### config.mk
export PLATFORM = sky130hd
export DESIGN_NAME = decode
export DESIGN_NICKNAME = d
export VERILOG_FILES = /design/src/rtl/decode.sv
export SDC_FILE = /design/constraint.sdc
export NUM_CORES = 1
export LEC_CHECK = 0
export CORE_ASPECT_RATIO = 1.25
export CORE_MARGIN = 4
export CORE_UTILIZATION = 30
export DETAILED_ROUTE_END_ITERATION = 10
export PLACE_DENSITY = 0.62
export SYNTH_ARGS = -nofsm -noshare
export SYNTH_HDL_FRONTEND = slang
export SYNTH_SLANG_ARGS = --single-unit
### constraint.sdc
create_clock -name clk_i -period 2.6 [get_ports clk_i]
set_clock_uncertainty 0.2 [all_clocks]
set_input_delay 0.52 -clock clk_i [delete_from_list [all_inputs] [get_ports clk_i]]
set_output_delay 0.52 -clock clk_i [all_outputs]
set_load 0.01 [all_outputs]
### src/rtl/decode.sv
// Decode stage of the 16-bit pipeline. It splits FETCH words into operand fields,
// collects the trailing immediate of two-word instructions, and redirects FETCH.
module decode #(
    parameter logic [15:0] RESET_PC = 16'h0000
) (
    input  logic        clk_i,
    input  logic        rstn_i,
    input  logic        fe_valid_i,
    output logic        fe_ready_o,
    input  logic [15:0] fe_addr_i,
    input  logic [15:0] fe_inst_i,
    output logic        fe_valid_o,
    output logic [15:0] fe_pc_o,
    output logic        ex_valid_o,
    input  logic        ex_ready_i,
    output logic [15:0] ex_pc_o,
    output logic [3:0]  ex_opcode_o,
    output logic [3:0]  ex_src_reg_o,
    output logic [1:0]  ex_src_mode_o,
    output logic [3:0]  ex_dst_reg_o,
    output logic [1:0]  ex_dst_mode_o,
    output logic        ex_imm_valid_o,
    output logic [15:0] ex_imm_o,
    input  logic        ex_jump_i,
    input  logic [15:0] ex_jump_pc_i
);

    typedef enum logic [0:0] {
        S_OPC = 1'b0,
        S_IMM = 1'b1
    } state_t;

    state_t      state_r, state_nxt_s;
    logic [15:0] hold_pc_r, hold_pc_nxt_s;
    logic [15:0] hold_inst_r, hold_inst_nxt_s;
    logic        ex_valid_r, ex_valid_nxt_s;
    logic [15:0] ex_pc_r, ex_pc_nxt_s;
    logic [15:0] ex_inst_r, ex_inst_nxt_s;
    logic        ex_imm_valid_r, ex_imm_valid_nxt_s;
    logic [15:0] ex_imm_r, ex_imm_nxt_s;
    logic        fe_valid_r, fe_valid_nxt_s;
    logic [15:0] fe_pc_r, fe_pc_nxt_s;
    logic        free_s;
    logic        accept_s;

    // A source operand of register F in mode 2 means an immediate word follows.
    function automatic logic is_two_word(input logic [15:0] word);
        return (word[11:8] == 4'hF) && (word[7:6] == 2'b10);
    endfunction

    assign free_s     = ~ex_valid_r | ex_ready_i;
    assign fe_ready_o = free_s & ~ex_jump_i & ~fe_valid_r;
    assign accept_s   = fe_valid_i & fe_ready_o;

    // Next-state logic for the decode FSM, output register and redirect port.
    always_comb begin
        state_nxt_s        = state_r;
        hold_pc_nxt_s      = hold_pc_r;
        hold_inst_nxt_s    = hold_inst_r;
        ex_valid_nxt_s     = ex_valid_r;
        ex_pc_nxt_s        = ex_pc_r;
        ex_inst_nxt_s      = ex_inst_r;
        ex_imm_valid_nxt_s = ex_imm_valid_r;
        ex_imm_nxt_s       = ex_imm_r;
        fe_valid_nxt_s     = 1'b0;
        fe_pc_nxt_s        = fe_pc_r;
        if (ex_jump_i) begin
            ex_valid_nxt_s = 1'b0;
            state_nxt_s    = S_OPC;
            fe_valid_nxt_s = 1'b1;
            fe_pc_nxt_s    = ex_jump_pc_i;
        end else begin
            if (ex_ready_i) begin
                ex_valid_nxt_s = 1'b0;
            end else begin
                ex_valid_nxt_s = ex_valid_r;
            end
            if (accept_s) begin
                case (state_r)
                    S_OPC: begin
                        if (is_two_word(fe_inst_i)) begin
                            hold_pc_nxt_s   = fe_addr_i;
                            hold_inst_nxt_s = fe_inst_i;
                            state_nxt_s     = S_IMM;
                        end else begin
                            ex_valid_nxt_s     = 1'b1;
                            ex_pc_nxt_s        = fe_addr_i;
                            ex_inst_nxt_s      = fe_inst_i;
                            ex_imm_valid_nxt_s = 1'b0;
                            ex_imm_nxt_s       = 16'h0000;
                        end
                    end
                    S_IMM: begin
                        ex_valid_nxt_s     = 1'b1;
                        ex_pc_nxt_s        = hold_pc_r;
                        ex_inst_nxt_s      = hold_inst_r;
                        ex_imm_valid_nxt_s = 1'b1;
                        ex_imm_nxt_s       = fe_inst_i;
                        state_nxt_s        = S_OPC;
                    end
                    default: begin
                        state_nxt_s = S_OPC;
                    end
                endcase
            end else begin
                state_nxt_s = state_r;
            end
        end
    end

    // State, hold, output and redirect registers; reset requests a fetch from RESET_PC.
    always_ff @(posedge clk_i or negedge rstn_i) begin
        if (!rstn_i) begin
            state_r        <= S_OPC;
            hold_pc_r      <= 16'h0000;
            hold_inst_r    <= 16'h0000;
            ex_valid_r     <= 1'b0;
            ex_pc_r        <= 16'h0000;
            ex_inst_r      <= 16'h0000;
            ex_imm_valid_r <= 1'b0;
            ex_imm_r       <= 16'h0000;
            fe_valid_r     <= 1'b1;
            fe_pc_r        <= RESET_PC;
        end else begin
            state_r        <= state_nxt_s;
            hold_pc_r      <= hold_pc_nxt_s;
            hold_inst_r    <= hold_inst_nxt_s;
            ex_valid_r     <= ex_valid_nxt_s;
            ex_pc_r        <= ex_pc_nxt_s;
            ex_inst_r      <= ex_inst_nxt_s;
            ex_imm_valid_r <= ex_imm_valid_nxt_s;
            ex_imm_r       <= ex_imm_nxt_s;
            fe_valid_r     <= fe_valid_nxt_s;
            fe_pc_r        <= fe_pc_nxt_s;
        end
    end

    assign fe_valid_o     = fe_valid_r;
    assign fe_pc_o        = fe_pc_r;
    assign ex_valid_o     = ex_valid_r;
    assign ex_pc_o        = ex_pc_r;
    assign ex_opcode_o    = ex_inst_r[15:12];
    assign ex_src_reg_o   = ex_inst_r[11:8];
    assign ex_src_mode_o  = ex_inst_r[7:6];
    assign ex_dst_reg_o   = ex_inst_r[5:2];
    assign ex_dst_mode_o  = ex_inst_r[1:0];
    assign ex_imm_valid_o = ex_imm_valid_r;
    assign ex_imm_o       = ex_imm_r;

endmodule

* Word level (Yosys, flattened, before mapping)
Index checks and enable logic that the tools add are counted.
** Word-level totals
- Memories :: 0
- Input port bits :: 53
- Output and inout bits :: 68
- Memory bits (writable) :: 0
- Register bits after elaboration :: 100
- Bits in latches :: 0
- Word-level logic and storage cells :: 43
- Bits in read-only memories :: 0
** Cells by class
- Magnitude comparators :: 0
- Shift operators :: 0
- Add/sub/neg operators :: 0
- Reductions and logical operators :: 4
- Bitwise logic cells :: 8
- Muxes and demuxes :: 18
- Divide/modulo/power cells :: 0
- $mul :: 0
- Eq/ne operators :: 3
** Operators with widths (number)
- 16-bit case mux with 2 select lines :: 3
- 16-bit two-way mux :: 3
- 1-bit two-way mux :: 9
- 1-bit case mux with 2 select lines :: 3
- 4-bit equality test (second input constant) :: 1
- 1-bit inverter :: 4
- 4-bit AND reduction :: 1
- 1-bit bitwise AND :: 3
- 3-bit AND reduction :: 1
- 2-bit equality test (second input constant) :: 1
- 2-bit inequality test (second input constant) :: 1
- 2-bit nonzero test :: 1
- 1-bit logical AND :: 1
- 1-bit bitwise OR :: 1

* Depth between registers and ports, before layout
Gate-level depths: netlist (run 1).
- Depth after elaboration :: 7
- Gate-level depth with buffers :: 7
- Gate-level depth less buffers :: 4

* Worst setup path before layout (run 1)
No wires, ideal clock.
- Path type :: input -> register
- From :: in ex_jump_i
- To :: reg hold_pc_r[12]
- Library setup time :: 125 ps
- Path slack :: 521 ps
- Data arrival time :: 1754 ps
- Required time :: 2275 ps
- Buffers on the path :: 2
- Cell stages on the path :: 6
- Path through :: buf_2 -> nor2_1 -> nand3_1 -> nor2_2 -> buf_2 -> mux2_2
** Between the ends
- Word-level cells in the longest chain between the ends :: 5
** RTL lines
- from (decl) :: line 24 : input logic ex_jump_i,
- 1-bit inverter (no line) (*)
- 1-bit bitwise AND (2 in a row) :: line 52 : assign fe_ready_o = free_s & ~ex_jump_i & ~fe_valid_r;
- 1-bit bitwise AND :: line 53 : assign accept_s = fe_valid_i & fe_ready_o;
- 4-bit AND reduction (no line) (*)
- to (signal assigned) :: line 126 : hold_pc_r <= hold_pc_nxt_s;
- to (decl) :: line 34 : logic [15:0] hold_pc_r, hold_pc_nxt_s;
Mark *: on every way between the ends. The rest lies on a longest branch, timed or not.
A chain may end at the register's enable or synchronous reset.

* Worst setup path in the final report (run 1)
- From :: in fe_inst_i[7]
- To :: reg ex_pc_r[5] (netlist: ex_pc_o[5])
** Between the ends
- Word-level cells in the longest chain between the ends :: 4
** RTL lines
- from (decl) :: line 11 : input logic [15:0] fe_inst_i,
- 2-bit equality test :: line 48 : return (word[11:8] == 4'hF) && (word[7:6] == 2'b10);
- 1-bit logical AND :: line 48
- 2-bit inequality test (no line)
- 3-bit AND reduction (no line)
- to (signal assigned) :: line 129 : ex_pc_r <= ex_pc_nxt_s;
- to (decl) :: line 37 : logic [15:0] ex_pc_r, ex_pc_nxt_s;
No other way between the ends.

==> reports/results.ini, run 1 <==
[clock_tree]
clk_latency_ns=0.34
cts-hold-fix-buffers=0
cts_inserted_buffers=9
clockBufferDepth=2
cts_tree=built
cts.sink_count=100
htreeDepth=3
clock-root-buffer=clkbuf_16
cts.clk_slew.worst_paths_ns=0.07

[floorplan]
die_height_um=143
row_count=49
die_w_um=116
die_area_um2=16500
ios=121
start_util_pct=30.4
core-area_um2=14300

[setup_path]
rrSetupSlack_ns=0.65
regToRegEndpoint=ex_pc_o[5]$_DFFE_PN0P_
critPathCaptureType=flop
rr_worst_depth=5
arrival_ns=2.28
crit_type=input port to flop
required_ns=2.63
timing.rr.start=state_r$_DFFE_PN0P_
start_kind=input port
crit_fanout=30

[drt]
wl_um=9500
first_pass_iters=4
drcViolationCount=0
post_drt_via_cell_ratio=4.46
drt_first_iter_violations=97
vias=2677
ant_nets=0
wire_per_inst_um=15.8

[global_routing]
grt_first_pass_wirelength_um=15500
grt_overflow_total=0
first_global_vias=2995
antenna_found_initial=0
grt_util_all_layers_pct=12.2
grt_max_degree=51

[timing]
rsz0062_at_grt=false
timing.fmax_mhz=444
setup_viol=0
worstMarginPinSlew_ns=0.635
finalCriticalPeriod_ns=2.25
fin_setup_tns_ns=0
fin_ws_ns=0.347
finalHoldViolations=1
maxSlewHeadroom_pct=57.7
finalCritPeriodShare_pct=86.6
slew_viol_final=0
hold_slack_ns=-0.000111

[power]
powerDensity_nw_per_um2=655
p_leak_nw=2.66
seqPwrFrac_pct=45.1
switching_power_uw=917
vdd_ir_drop_max_v=0.000325
p_total_mw=4.02
p_comb_share_pct=19.1
pwr-share-clk_pct=35.8
intPower_mw=3.10
swShare_pct=22.8

[synthesis]
seq_area_frac_synth_pct=57.4
syn-num-nets=344
syn_area_per_cell_um2=15.0
synth_top_cell_area_share_pct=56.8
synth_cells=291
yosysMostFrequentCell=dfrtp_1
synthesis.area_um2=4360
ys_top_cells_by_count=99 x dfrtp_1, 73 x mux2_2, 33 x mux2_4, 18 x nand2_1, 17 x inv_1
yosysWarnings=0
async_flop_share_pct=100
synth_cell_types=25
synth_edf_count=0
yosys-top-cells-area=dfrtp_1 57%, mux2_2 19%, mux2_4 11%, mux2i_1 3.7%, nand2_1 1.5%
synth-seq-cells=100
ys_dominant_reg_cell=dfrtp_1
yosys.area.top_type=dfrtp_1

[layout]
area_growth_pct=40.6
fin_util_pct=42.7
design_area_um2=6130
layout-drive-gt1-share_pct=34.6
diodes=0
instances_no_fill=600
nets=470

[job]
maxCapViolations=0

[outcome]
status=finished with violations
violations=negative hold slack

[placed_design]
place_area_um2=5810
dp_hpwl_um=6660
dpl.cell_count=584
place.gp.congestion=0.706
port_buffers=120
place_ws_ns=0.0192

[worst_hold_path]
hold_class=input port to asynchronous set/reset pin

critical path, cell delays in order:
cell and delay (ns):
clkdlybuf4s50_1 0.51, nand4_1 0.15, or3_4 0.39, nor2b_4 0.16, buf_12 0.19, mux2_4 0.32
how the worst max path moves through the flow:
| stage | start | to | slack (ns) | depth (start not counted) |
|---|---|---|---|---|
| global placement | fe_inst_i[7] | ex_inst_r[13]$_DFFE_PN0P_ | 0.03 | 6 |
| detailed placement | fe_inst_i[7] | ex_pc_o[5]$_DFFE_PN0P_ | 0.02 | 6 |
| finish | fe_inst_i[7] | ex_pc_o[5]$_DFFE_PN0P_ | 0.35 | 6 |
| global route | fe_inst_i[7] | hold_inst_r[5]$_DFFE_PN0P_ | 0.32 | 6 |
| floorplan | ex_jump_i | hold_pc_r[12]$_DFFE_PN0P_ | 0.52 | 6 |
| CTS | ex_jump_i | fe_ready_o | 0.05 | 4 |
metal layers:
metal | vias up | global-route usage [%] | share of wire (%) | wire length [µm]
met5 | - | 0 | 0 | 0
li1 | 1247 | - | - | -
met1 | 1340 | 14.0 | 41 | 3880
met3 | 16 | 3.86 | 6.2 | 587
met4 | 0 | 5.56 | 2.0 | 192
met2 | 74 | 20.7 | 51 | 4840
power by group through the flow:
stage / Combinational [mW] / Sequential (mW) / Clock (mW)
3_3_place_gp: 0.767 / 1.84 / 0
4_1_cts: 0.783 / 1.81 / 1.49
2_1_floorplan: 0.266 / 1.89 / 0
3_5_place_dp: 0.779 / 1.84 / 0
5_1_grt: 0.819 / 1.83 / 1.56
6_report: 0.767 / 1.81 / 1.44
layout by cell type, fill, tap and decap left out, drive strengths merged:
master / count
o21bai: 1
dfrtp: 99
clkinv: 1
nor2: 2
dlymetal6s2s: 1
dfstp: 1
clkinvlp: 1
nand2b: 2
and2: 1
nand2: 18
a31o: 1
mux2: 106
nand3: 1
buf: 13
clkdlybuf4s50: 118
nand4: 1
bufinv: 2
clkbuf: 12
inv: 17
nor2b: 2
or2: 5
mux2i: 16
or3: 1
registers in the layout (all words and copies together), names as in the netlist, 16 cells and up:
| name | flops |
|---|---|
| fe_pc_o | 16 |
| ex_pc_o | 16 |
| ex_imm_o | 16 |
| hold_pc_r | 16 |
| ex_inst_r | 16 |
| hold_inst_r | 16 |
final cells by class:
class / instances / area, µm²
clock buffers: 12 / 246
well taps: 178 / 223
inverters: 17 / 63.8
multi-input cells: 157 / 1680
fillers: 1370 / 8220
clock inverters: 4 / 72.6
flip-flops and latches: 100 / 2500
repair buffers: 132 / 1340
kinds of logic (layout without fill, tap and decap cells):
| family | after synthesis | count (layout) | synth area share, % |
|---|---|---|---|
| mux | 122 | 122 | 33.9 |
| flops | 100 | 100 | 57.4 |
| buf+inv | 34 | 165 | 4.25 |
| simple gates | 33 | 33 | 4.07 |
| compound gates | 2 | 2 | 0.373 |
what timing repair did:
item                       4_1_cts  5_1_grt
gates resized for setup          0        2
setup endpoints to repair        0        1
buffers inserted                 0        0
(Power assumes the default switching activity.)
==> inputs of run 2 (changes only) <==
- CTS_BUF_LIST: default -> sky130_fd_sc_hd__clkbuf_2
==> run 2 against run 1 <==
The run now ends clean. Register-to-register slack is essentially flat. Total power shrank 15%. Sequential cell count is the same. Utilization shrank 1.3 points. Count of clock-buffer cells in the layout shrank 1. Cell count grew 0.17%. Die area is the same. Global-route usage is essentially flat. Critical path type is now flop to output pin. Critical endpoint is now fe_valid_o.
==> reports/results.ini, run 2 (synthesis gave the netlist of run 1 again) <==
[global_routing]
antenna_found_initial=0  ; unchanged
grt_max_degree=51  ; unchanged
grt_first_pass_wirelength_um=15400  ; was 15500 µm
first_global_vias=3012  ; was 2995
grt_overflow_total=0  ; unchanged
grt_util_all_layers_pct=12.2  ; about the same

[timing]
maxSlewHeadroom_pct=57.9  ; was 57.7%
finalHoldViolations=0  ; was 1
fin_setup_tns_ns=0  ; unchanged
worstMarginPinSlew_ns=0.631  ; was 0.635 ns
slew_viol_final=0  ; unchanged
rsz0062_at_grt=false  ; unchanged
timing.fmax_mhz=414  ; was 444 MHz
finalCriticalPeriod_ns=2.42  ; was 2.25 ns
finalCritPeriodShare_pct=92.9  ; was 86.6%
setup_viol=0  ; unchanged

[clock_tree]
clk_latency_ns=0.56  ; was 0.34 ns
cts_tree=built  ; unchanged
htreeDepth=3  ; unchanged
cts_inserted_buffers=9  ; unchanged
clockBufferDepth=2  ; unchanged
clock-root-buffer=clkbuf_2  ; was clkbuf_16
cts.clk_slew.worst_paths_ns=0.26  ; was 0.07 ns
cts.sink_count=100  ; unchanged

[drt]
drt_first_iter_violations=100  ; was 97
wire_per_inst_um=15.8  ; about the same
first_pass_iters=3  ; was 4
ant_nets=0  ; unchanged
vias=2675  ; was 2677
wl_um=9510  ; was 9500 µm
drcViolationCount=0  ; unchanged
post_drt_via_cell_ratio=4.45  ; was 4.46

[layout]
multi_input_comb_area_um2=1680  ; about the same
diodes=0  ; unchanged
area_growth_pct=36.4  ; was 40.6%
nets=471  ; was 470
final_cell_mix=118 x clkdlybuf4s50_1, 98 x dfrtp_1, 73 x mux2_2  ; unchanged
final_common_cell=clkdlybuf4s50_1  ; unchanged
fin_util_pct=41.5  ; was 42.7%
seq_area_um2=2500  ; unchanged
n_fill_cell=1394  ; was 1370
layout-drive-gt1-share_pct=34.5  ; was 34.6%

[floorplan]
ios=121  ; unchanged
start_util_pct=30.4  ; unchanged
die_height_um=143  ; unchanged
die_w_um=116  ; unchanged
die_area_um2=16500  ; unchanged
core-area_um2=14300  ; unchanged
row_count=49  ; unchanged

[setup_path]
slowest_stage=dfstp_2  ; was clkdlybuf4s50_1
required_ns=1.88  ; was 2.63 ns
cpPeakStageDelay_ns=0.58  ; was 0.51 ns
crit_family=flip-flops  ; was simple AND/OR/NAND/NOR gates
crit_fanout=2  ; was 30
crit_type=flop to output pin  ; was input port to flop
cp_num_buf_inv=1  ; was 2
critPathCaptureType=output pin  ; was flop
start_kind=flop  ; was input port
worstPathCellList=clkdlybuf4s50_1  ; was clkdlybuf4s50_1 -> nand4_1 -> or3_4 -> nor2b_4 -> buf_12 -> mux2_4
arrival_ns=1.70  ; was 2.28 ns

[worst_hold_path]
hold_class=input port to asynchronous set/reset pin  ; unchanged

[job]
maxCapViolations=0  ; unchanged

[placed_design]
port_buffers=120  ; unchanged
dp_hpwl_um=6660  ; unchanged
place.gp.congestion=0.706  ; unchanged

[power]
vdd_ir_drop_max_v=0.000272  ; was 0.000325 V
p_leak_nw=2.58  ; was 2.66 nW
powerDensity_nw_per_um2=573  ; was 655 nW/µm²

[outcome]
status=complete, no violations  ; was finished with violations

run 2: changes by cell type in the layout (fill, tap and decap cells not counted), sizes merged:
cell          before  now
dlygate4sd3        0    1
clkinv             1    2
clkbuf            12   11
dlymetal6s2s       1    0
dlygate4sd2        0    1
run 2: worst paths after layout:
check / from / endpoint / slack (ns) / cells past startpoint
setup / recovery: fe_valid_o$_DFF_PN1_ / fe_valid_o / 0.18 / 1
hold / removal: rstn_i / hold_inst_r[4]$_DFFE_PN0P_ / 0.28 / 2
setup reg to reg: state_r$_DFFE_PN0P_ / ex_pc_o[3]$_DFFE_PN0P_ / 0.64 / 5
hold reg to reg: hold_inst_r[7]$_DFFE_PN0P_ / hold_inst_r[7]$_DFFE_PN0P_ / 0.29 / 1
max in group asynchronous: rstn_i / fe_valid_o$_DFF_PN1_ / 1.22 / 3
min in group clk_i: hold_inst_r[7]$_DFFE_PN0P_ / hold_inst_r[7]$_DFFE_PN0P_ / 0.29 / 1
run 2: metal layers:
metal  global-route usage [%]  vias to the layer above  part of all wire (%)
met5                        0                        -                     0
met4                     4.83                        0                   1.9
met3                     4.37                       18                   6.8
met2                     20.7                       74                    50
met1                     13.9                     1342                    41
li1                         -                     1241                     -
run 2: area by class of cell:
cell class | instances | share of cell area, %
Sequential cell | 100 | 42.1
Multi-Input combinational cell | 157 | 28.2
Clock inverter | 5 | 1.28
Tap cell | 178 | 3.75
Inverter | 17 | 1.07
Timing Repair Buffer | 133 | 22.7
Clock buffer | 11 | 0.926
run 2: power by group:
part           internal (mW)  leakage, nW  switching [mW]
logic                  0.513         1.22           0.254
clock network          0.321       0.0796           0.509
registers               1.72         1.28          0.0940
total                   2.55         2.58           0.857
run 2: timing repair:
| action | CTS | global route |
|---|---|---|
| hold endpoints to repair | 43 | 0 |
| resized for setup | 1 | 0 |
| buffers inserted | 0 | 0 |
| hold buffers | 1 | 0 |
| setup endpoints to repair | 1 | 0 |
run 2: per-stage QoR:
step                      instances  instance area, µm²  hold slack [ns]  power [mW]  setup WS, ns
after detailed placement        584                5810            0.248        2.62        0.0192
after floorplan                 291                4360           0.0244        2.15         0.521
after CTS                       601                5950            0.203        3.48        0.0820
final                           601                5950            0.277        3.41         0.184
after global placement          584                5810            0.245        2.60        0.0331
after global routing            601                5950            0.220        3.60        0.0337
